<file path="src/rtl/instr_decode_pkg.sv">
// +----------------------------------------------------------------------+
// | instr_decode_pkg : shared state encoding, opcode and field constants |
// | rev 1.0                                                              |
// +----------------------------------------------------------------------+
`default_nettype none

package instr_decode_pkg;

  typedef enum logic [1:0] {
    ST_IDLE  = 2'd0,
    ST_FETCH = 2'd1,
    ST_HOLD  = 2'd2
  } state_e;

  localparam int unsigned WORD_W   = 16;
  localparam int unsigned DATA_W   = 15;

  // Field positions within the effective (index-adjusted) 15-bit word
  localparam int unsigned PAR_BIT  = 15;
  localparam int unsigned OPC_MSB  = 14;
  localparam int unsigned OPC_LSB  = 12;
  localparam int unsigned QC_MSB   = 11;
  localparam int unsigned QC_LSB   = 10;
  localparam int unsigned ADDR_MSB = 11;
  localparam int unsigned ADDR_LSB = 0;

  localparam logic [2:0] OP_TC     = 3'd0;
  localparam logic [2:0] OP_CCS    = 3'd1;
  localparam logic [2:0] OP_CS     = 3'd4;
  localparam logic [2:0] OP_INDEX  = 3'd5;
  localparam logic [2:0] OP_XCH    = 3'd5;
  localparam logic [2:0] OP_TS     = 3'd5;
  localparam logic [2:0] OP_EXTEND = 3'd5;
  localparam logic [2:0] OP_AD     = 3'd6;
  localparam logic [2:0] OP_MASK   = 3'd7;

  // Quarter-codes that split opcode 5
  localparam logic [1:0] QC_INDEX  = 2'd0;
  localparam logic [1:0] QC_EXTEND = 2'd1;
  localparam logic [1:0] QC_TS     = 2'd2;
  localparam logic [1:0] QC_XCH    = 2'd3;

  // High when the word carries an even number of ones (odd parity violated)
  function automatic logic parity_bad(input logic [WORD_W-1:0] w);
    return ~^w;
  endfunction

endpackage

`default_nettype wire

</file>
<file path="src/rtl/instr_decode_oc_add15.sv">
// +----------------------------------------------------------------------+
// | oc_add15 : combinational 15-bit ones-complement adder                |
// | rev 1.0                                                              |
// +----------------------------------------------------------------------+
`default_nettype none

module oc_add15
  import instr_decode_pkg::*;
(
  input  logic [DATA_W-1:0] a,
  input  logic [DATA_W-1:0] b,
  output logic [DATA_W-1:0] sum
);

  logic [DATA_W:0] raw_sum;

  // End-around carry folds back into bit0; one fold suffices since
  // 7FFF + 7FFF = 7FFE carry 1 -> 7FFF never carries again.
  always_comb begin
    raw_sum = {1'b0, a} + {1'b0, b};
    sum     = raw_sum[DATA_W-1:0] + {{(DATA_W-1){1'b0}}, raw_sum[DATA_W]};
  end

endmodule

`default_nettype wire

</file>
<file path="src/rtl/instr_decode.sv">
// +----------------------------------------------------------------------+
// | instr_decode : fetch / index-adjust / field-decode of one word       |
// | rev 1.0                                                              |
// +----------------------------------------------------------------------+
`default_nettype none

module instr_decode
  import instr_decode_pkg::*;
#(
  parameter bit PARITY_CHECK = 1'b1
) (
  input  logic        clk,
  input  logic        rst_n,
  input  logic [15:0] mem_rdata,
  input  logic        mem_valid,
  output logic        fetch_req,
  input  logic        ext_set,
  input  logic        index_valid,
  input  logic [14:0] index_value,
  input  logic        instr_done,
  output logic [2:0]  opcode,
  output logic [1:0]  qc,
  output logic [11:0] addr,
  output logic        extracode,
  output logic        instr_valid,
  output logic        parity_err
);

  state_e      state_q, state_d;
  logic        do_latch;

  logic [2:0]  opcode_q, opcode_d;
  logic [1:0]  qc_q, qc_d;
  logic [11:0] addr_q, addr_d;
  logic        extracode_q, extracode_d;
  logic        parity_err_q, parity_err_d;
  logic        ext_pending_q, ext_pending_d;
  logic        idx_pending_q, idx_pending_d;
  logic [14:0] index_reg_q, index_reg_d;

  logic [14:0] idx_addend;
  logic [14:0] eff_word;
  logic        word_parity_bad;

  assign idx_addend      = idx_pending_q ? index_reg_q : '0;
  assign word_parity_bad = PARITY_CHECK ? parity_bad(mem_rdata) : 1'b0;

  oc_add15 u_oc_add15 (
    .a   (mem_rdata[DATA_W-1:0]),
    .b   (idx_addend),
    .sum (eff_word)
  );

  always_comb begin
    state_d  = state_q;
    do_latch = 1'b0;
    unique case (state_q)
      ST_IDLE:  state_d = ST_FETCH;
      ST_FETCH: begin
        if (mem_valid) begin
          state_d  = ST_HOLD;
          do_latch = 1'b1;
        end
      end
      ST_HOLD:  if (instr_done) state_d = ST_FETCH;
      default:  state_d = ST_IDLE;
    endcase
  end

  // A latch consumes the pending flags as they stood before this edge; a
  // coincident ext_set/index_valid therefore applies to the following word.
  always_comb begin
    opcode_d      = opcode_q;
    qc_d          = qc_q;
    addr_d        = addr_q;
    extracode_d   = extracode_q;
    parity_err_d  = parity_err_q;
    ext_pending_d = ext_pending_q;
    idx_pending_d = idx_pending_q;
    index_reg_d   = index_reg_q;

    if (do_latch) begin
      opcode_d      = eff_word[OPC_MSB:OPC_LSB];
      qc_d          = eff_word[QC_MSB:QC_LSB];
      addr_d        = eff_word[ADDR_MSB:ADDR_LSB];
      extracode_d   = ext_pending_q;
      parity_err_d  = word_parity_bad;
      ext_pending_d = 1'b0;
      idx_pending_d = 1'b0;
    end

    if (ext_set) begin
      ext_pending_d = 1'b1;
    end

    if (index_valid) begin
      index_reg_d   = index_value;
      idx_pending_d = 1'b1;
    end
  end

  always_ff @(posedge clk or negedge rst_n) begin
    if (!rst_n) begin
      state_q       <= ST_IDLE;
      opcode_q      <= '0;
      qc_q          <= '0;
      addr_q        <= '0;
      extracode_q   <= 1'b0;
      parity_err_q  <= 1'b0;
      ext_pending_q <= 1'b0;
      idx_pending_q <= 1'b0;
      index_reg_q   <= '0;
    end else begin
      state_q       <= state_d;
      opcode_q      <= opcode_d;
      qc_q          <= qc_d;
      addr_q        <= addr_d;
      extracode_q   <= extracode_d;
      parity_err_q  <= parity_err_d;
      ext_pending_q <= ext_pending_d;
      idx_pending_q <= idx_pending_d;
      index_reg_q   <= index_reg_d;
    end
  end

  assign fetch_req   = (state_q == ST_FETCH);
  assign instr_valid = (state_q == ST_HOLD);
  assign opcode      = opcode_q;
  assign qc          = qc_q;
  assign addr        = addr_q;
  assign extracode   = extracode_q;
  assign parity_err  = parity_err_q;

endmodule

`default_nettype wire

</file>
<file path="config.mk">
export PLATFORM = sky130hd
export DESIGN_NAME = instr_decode
export DESIGN_NICKNAME = d
export VERILOG_FILES = /design/src/rtl/instr_decode_pkg.sv /design/src/rtl/instr_decode_oc_add15.sv /design/src/rtl/instr_decode.sv
export SDC_FILE = /design/constraint.sdc
export NUM_CORES = 1
export LEC_CHECK = 0
export BUFFER_PORTS_ARGS = -buffer_cell sky130_fd_sc_hd__buf_4
export CAP_MARGIN = 20
export CORE_MARGIN = 5
export CORE_UTILIZATION = 49
export DETAILED_ROUTE_END_ITERATION = 8
export HOLD_SLACK_MARGIN = 0.1
export PLACE_DENSITY_LB_ADDON = 0.15
export SYNTH_ARGS = -nofsm -noshare
export SYNTH_HDL_FRONTEND = slang
export SYNTH_HIERARCHICAL = 1
export SYNTH_SLANG_ARGS = --single-unit
export TNS_END_PERCENT = 100
</file>
<file path="constraint.sdc">
create_clock -name clk -period 3.3 [get_ports clk]
set_input_delay 0.165 -clock clk [delete_from_list [all_inputs] [get_ports clk]]
set_output_delay 0.165 -clock clk [all_outputs]
set_load 0.05 [all_outputs]
</file>
; ---- Word level (Yosys, flattened, before mapping)
; Cells that the tools add are included.
[classes]
addsub = 2
reduce_logical = 5
n_mux = 9
eq_ne = 4
[op_table]
columns = operator, count
row1 = adder 15 x 15 -> 16 bit, 1
row2 = XNOR reduction 16 bit, 1
row3 = adder 15 x 1 -> 15 bit, 1
row4 = 2-to-1 mux 15 bit, 1
row5 = one-hot mux 2 bit (3 select lines), 1
row6 = 2-to-1 mux 1 bit, 5
row7 = 2-to-1 mux 2 bit, 2
row8 = "inequality test 2 bit, second input constant", 2
row9 = nonzero test 2 bit, 2
row10 = "equality test 2 x 1 -> 1 bit, second input constant", 1
row11 = "equality test 2 bit, second input constant", 1
row12 = zero test 2 bit, 1
row13 = AND reduction 2 bit, 1
[word_totals]
elab_cells = 29
register_bits = 38
input_bits = 37
out_inout_bits = 21

; ---- Depth between registers and ports, before layout
[logic_depth]
depth_word = 4
depth_mapped = 19
depth_no_buf = 17

; ---- Cells and area by module
; Netlist, hierarchy kept.
[by_module_without_submodules]
columns = module, area_each_um2, cells_each, instances
row1 = instr_decode, 1582.8, 115, 1
row2 = oc_add15, 962.2, 115, 1

; ---- Worst setup path after synthesis
; OpenSTA, ideal clock, no wires.
[synth_path]
kind = reg-to-reg
from = register idx_pending_q
to = register opcode_q[2], in the netlist opcode[2]
period_less_slack_ps = 3432
setup_time_ps = 125
path_stages_with_launch = 19
n_path_buf = 2
t_arrival_ps = 3307
setup_slack_ps = -132
path_cell_list = dfrtp_1 clkbuf_1 and2_1 ha_1 buf_6 a211o_1 o21ai_2 o21ai_2 a31oi_1 o21bai_1 a21o_1 ha_1 ha_1 nand4_1 nor2_1 and3_4 nand4_1 xor2_1 mux2_2
[synth_via]
elab_chain_len = 3
[synth_rtl]
columns = item, line_no
row1 = from (decl), instr_decode.sv:38  ; logic idx_pending_q, idx_pending_d;
row2 = from (signal assigned), instr_decode.sv:121  ; idx_pending_q <= idx_pending_d;
row3 = 2-to-1 mux 15 bit, instr_decode.sv:45  ; assign idx_addend = idx_pending_q ? index_reg_q : '0;
row4 = via idx_addend[6], instr_decode.sv:41  ; logic [14:0] idx_addend;
row5 = adder 15 x 15 -> 16 bit, instr_decode_oc_add15.sv:20  ; raw_sum = {1'b0, a} + {1'b0, b};
row6 = adder 15 x 1 -> 15 bit, instr_decode_oc_add15.sv:21  ; sum = raw_sum[DATA_W-1:0] + {{(DATA_W-1){1'b0}}, raw_sum[DATA_W]};
row7 = via eff_word[14], instr_decode.sv:42  ; logic [14:0] eff_word;
row8 = to (signal assigned), instr_decode.sv:115  ; opcode_q <= opcode_d;
row9 = to (decl), instr_decode.sv:32  ; logic [2:0] opcode_q, opcode_d;
; The timed path passes the listed nets, and every way through them passes these cells.
; A chain may end at the register's enable or synchronous reset.

; ---- Final worst setup path
; Same ends and word-level chain as after synthesis.

==> flow_metrics.py <==
metrics = {
    "run_status": {
        "status": "finished, final reports clean",
    },
    "cells_and_area": {
        "final_cells": 388,
        "synthToLayoutAreaGrowth_pct": 39.1,
        "postLayoutCellArea_sq_um": 3540,
        "diodes": 0,
        "drive_above_1_share_pct": 48.1,
        "finalNetCount": 372,
        "fill_cells": 404,
    },
    "sta": {
        "slew_violations": 0,
        "slew-limit-headroom_pct": 43.6,
        "rsz0062_at_grt": "yes",
        "hold_viol": 0,
        "fin_skew_ns": 0.00690,
        "worst_pin_slew_ns": 0.843,
        "period_minus_slack_ns": 3.17,
        "setup_viol": 0,
        "timing.final.crit_share_pct": 96.0,
        "fmax_ghz": 0.316,
    },
    "setup_path": {
        "slowest_delay_ns": 0.45,
        "crit_chain": "buf_6, and2_4, ha_4, and3_4, nand2_2, o21ai_2, a31oi_1, o21bai_1, a21o_1, ha_4, ha_4, nand4_1, nor2_2, and3_4, nand4_1, xor2_1, mux2_4",
        "cp-start-kind": "register",
        "critPathArrivalTime_ns": 3.33,
        "critPathSlowestCell": "dfrtp_2",
        "critical_path_buf_inv_count": 1,
        "criticalPathCategory": "reg2reg",
        "critPathTopFamily": "simple AND/OR/NAND/NOR gates",
        "end_kind": "register",
        "cpMostUsedCell": "ha_4",
        "required_ns": 3.47,
        "crit_path_max_fanout": 7,
    },
    "global_route": {
        "grt_overflow": 0,
        "grt_start_max_net_pins": 37,
        "grt_pass1_wl_um": 8470,
        "grtUsageTotal_pct": 16.3,
        "grt_antenna_before_repair": 0,
        "grt_pass1_vias": 1928,
    },
    "synth": {
        "netlist_area_sq_um": 2540,
        "ys_seq_area_share_pct": 35.4,
        "synth_nets": 285,
        "synth.top_cell.area_share_pct": 35.4,
        "synthTopCellsByArea": "dfrtp_1 35%, mux2_2 14%, xnor2_1 8.9%",
        "synth-main-ff-cell": "dfrtp_1",
        "yosys_warnings": 6,
        "synth-seq-cells": 36,
        "syn-mean-instance-area_sq_um": 11.1,
        "synth_cell_types": 46,
        "yosysTopAreaCell": "dfrtp_1",
        "postSynthCellCount": 230,
        "synth_edf_count": 0,
        "async_reset_ff_share_pct": 100,
    },
    "power": {
        "finalPower_w": 0.00276,
        "p_per_area_nw_per_um2": 780,
        "leakage_nw": 1.53,
        "peakVddDrop_mv": 0.439,
    },
    "floorplan": {
        "fp.dieH_um": 82.1,
        "pin_count": 58,
        "initial_core_util_pct": 50.1,
        "die-area_sq_um": 6730,
        "coreArea_sq_um": 5070,
        "die_w_um": 82.1,
        "rows": 26,
    },
    "place": {
        "place_area_sq_um": 3160,
        "gp_congestion": 0.816,
        "dp_cells": 361,
        "dp_hpwl_um": 4030,
        "io_buffers": 57,
    },
    "clock_network": {
        "clk_latency_ns": 0.29,
        "clock-sinks": 36,
        "cts_made_buffers": 5,
        "h-tree-depth": 2,
        "cts_tree": "yes",
        "root_buffer": "clkbuf_8",
        "clkTransAtPathRegs_ns": 0.07,
        "cts_buffer_depth": 2,
    },
    "routing": {
        "finalWirelength_um": 5220,
        "first_iter_violations": 26,
        "first_pass_iters": 4,
        "ant_nets": 0,
        "wl_per_cell_um": 13.4,
        "via_per_inst": 5.02,
        "drcViolationCount": 0,
        "num_vias": 1947,
    },
    "hold_path": {
        "hold_class": "in2reg",
    },
    "run": {
        "maxCapViolCount": 0,
    },
}
## timing repair
item,CTS,global route
endpoints found under the setup margin,1,9
endpoints found under the hold margin,47,2
setup buffers,3,2
pin swaps,3,16
resized for setup,2,20
hold buffers,12,2
## worst reg2reg max path, cell delays in order, from the launching register on
cell and delay (ns):
dfrtp_2 0.45, buf_6 0.14, and2_4 0.14, ha_4 0.28, and3_4 0.19, nand2_2 0.05, o21ai_2 0.14, a31oi_1 0.12
o21bai_1 0.14, a21o_1 0.17, ha_4 0.14, ha_4 0.12, nand4_1 0.11, nor2_2 0.16, and3_4 0.20, nand4_1 0.09
xor2_1 0.16, mux2_4 0.26
## cells in the final DEF, fill, tap and decap left out, types with 3 or more instances in the layout
cell           count
dfrtp_1           35
o21ai_0            5
clkbuf_8           6
and2_1            14
a21oi_1           10
ha_1               4
and2_4             4
mux2_2            30
buf_4             73
nand4_1            3
xnor2_1           26
nor2_1             4
nand2_1           12
a21o_1             7
nand3_1            4
dlygate4sd3_1     14
o21ai_2            3
xor2_1            10
ha_4              11
## final cells by class
class                   instances  area, sq um  area share (%)
flip-flops and latches         36          902            25.5
repair buffers                 88          699            19.8
inverters                       1         3.75           0.106
clock buffers                   6         82.6            2.33
well taps                      70         87.6            2.47
clock inverters                 2         10.0           0.283
multi-input cells             185         1760            49.6
## metal layers
layer	part of all wire [%]	GRT usage [%]	vias up
li1	-	-	984
met1	45	20.0	919
met2	50	28.1	39
met3	4.9	4.06	5
met4	0.77	4.82	0
met5	0	0	-
## where the power goes
part	internal [W]	switching, W
registers	0.000588	0.0000794
clock network	0.000167	0.000155
logic	0.000756	0.00102
## cell usage after synthesis (2+ instances only)
library cell / n
a21o_1: 7
and2_1: 18
nand3_1: 4
nand4_1: 3
o21ai_1: 2
dfrtp_1: 36
o21ai_0: 5
nand2_1: 13
buf_4: 4
nand2b_1: 2
ha_1: 17
a211oi_2: 2
xor2_2: 2
and3_1: 2
xor2_1: 10
o21ai_2: 3
buf_2: 2
mux2_2: 31
nor2_1: 5
xnor2_1: 26
a21oi_1: 11
## kinds of logic (layout without fill, tap and decap cells)
family,after synthesis,count (layout),share of synthesized area [%]
flops,36,36,35.4
mux,31,31,13.7
simple gates,58,58,14.2
xor+xnor,39,39,14.3
compound gates,39,39,11.0
buf+inv,9,97,2.31
fa+ha+maj,18,18,9.14
## final timing paths
| path | start | to | slack, ns | cells after the start |
|---|---|---|---|---|
| worst max-delay path | idx_pending_q | opcode[2] | 0.13 | 17 |
| worst min-delay path | index_value[11] | index_reg_q[11] | 0.11 | 2 |
| worst max register to register | idx_pending_q | opcode[2] | 0.13 | 17 |
| worst min register to register | ext_pending_q | ext_pending_q | 0.49 | 1 |
| max in group asynchronous | rst_n | idx_pending_q | 2.60 | 2 |
| min in group asynchronous | rst_n | parity_err | 0.37 | 2 |
## through the flow
step / setup slack, ns / util [%] / hold WS [ns] / setup TNS, ns
finish: 0.133 / 69.8 / 0.106 / 0
CTS: 0.00372 / 66.9 / 0.101 / 0
global route: -0.0482 / 69.8 / 0.106 / -0.0541
detailed placement: -0.0433 / 62.3 / 0.144 / -0.0433
global placement: 0.0539 / 62.3 / 0.144 / 0
floorplan: 0.00286 / - / -0.131 / 0
## flip-flops by register name, indices dropped and copies added, names as in the netlist
register / cells
addr: 10
ext_pending_q: 1
extracode: 1
idx_pending_q: 1
index_reg_q: 15
opcode: 3
parity_err: 1
qc: 2
state_q: 2
No activity file was read; power rests on OpenSTA's default activity.
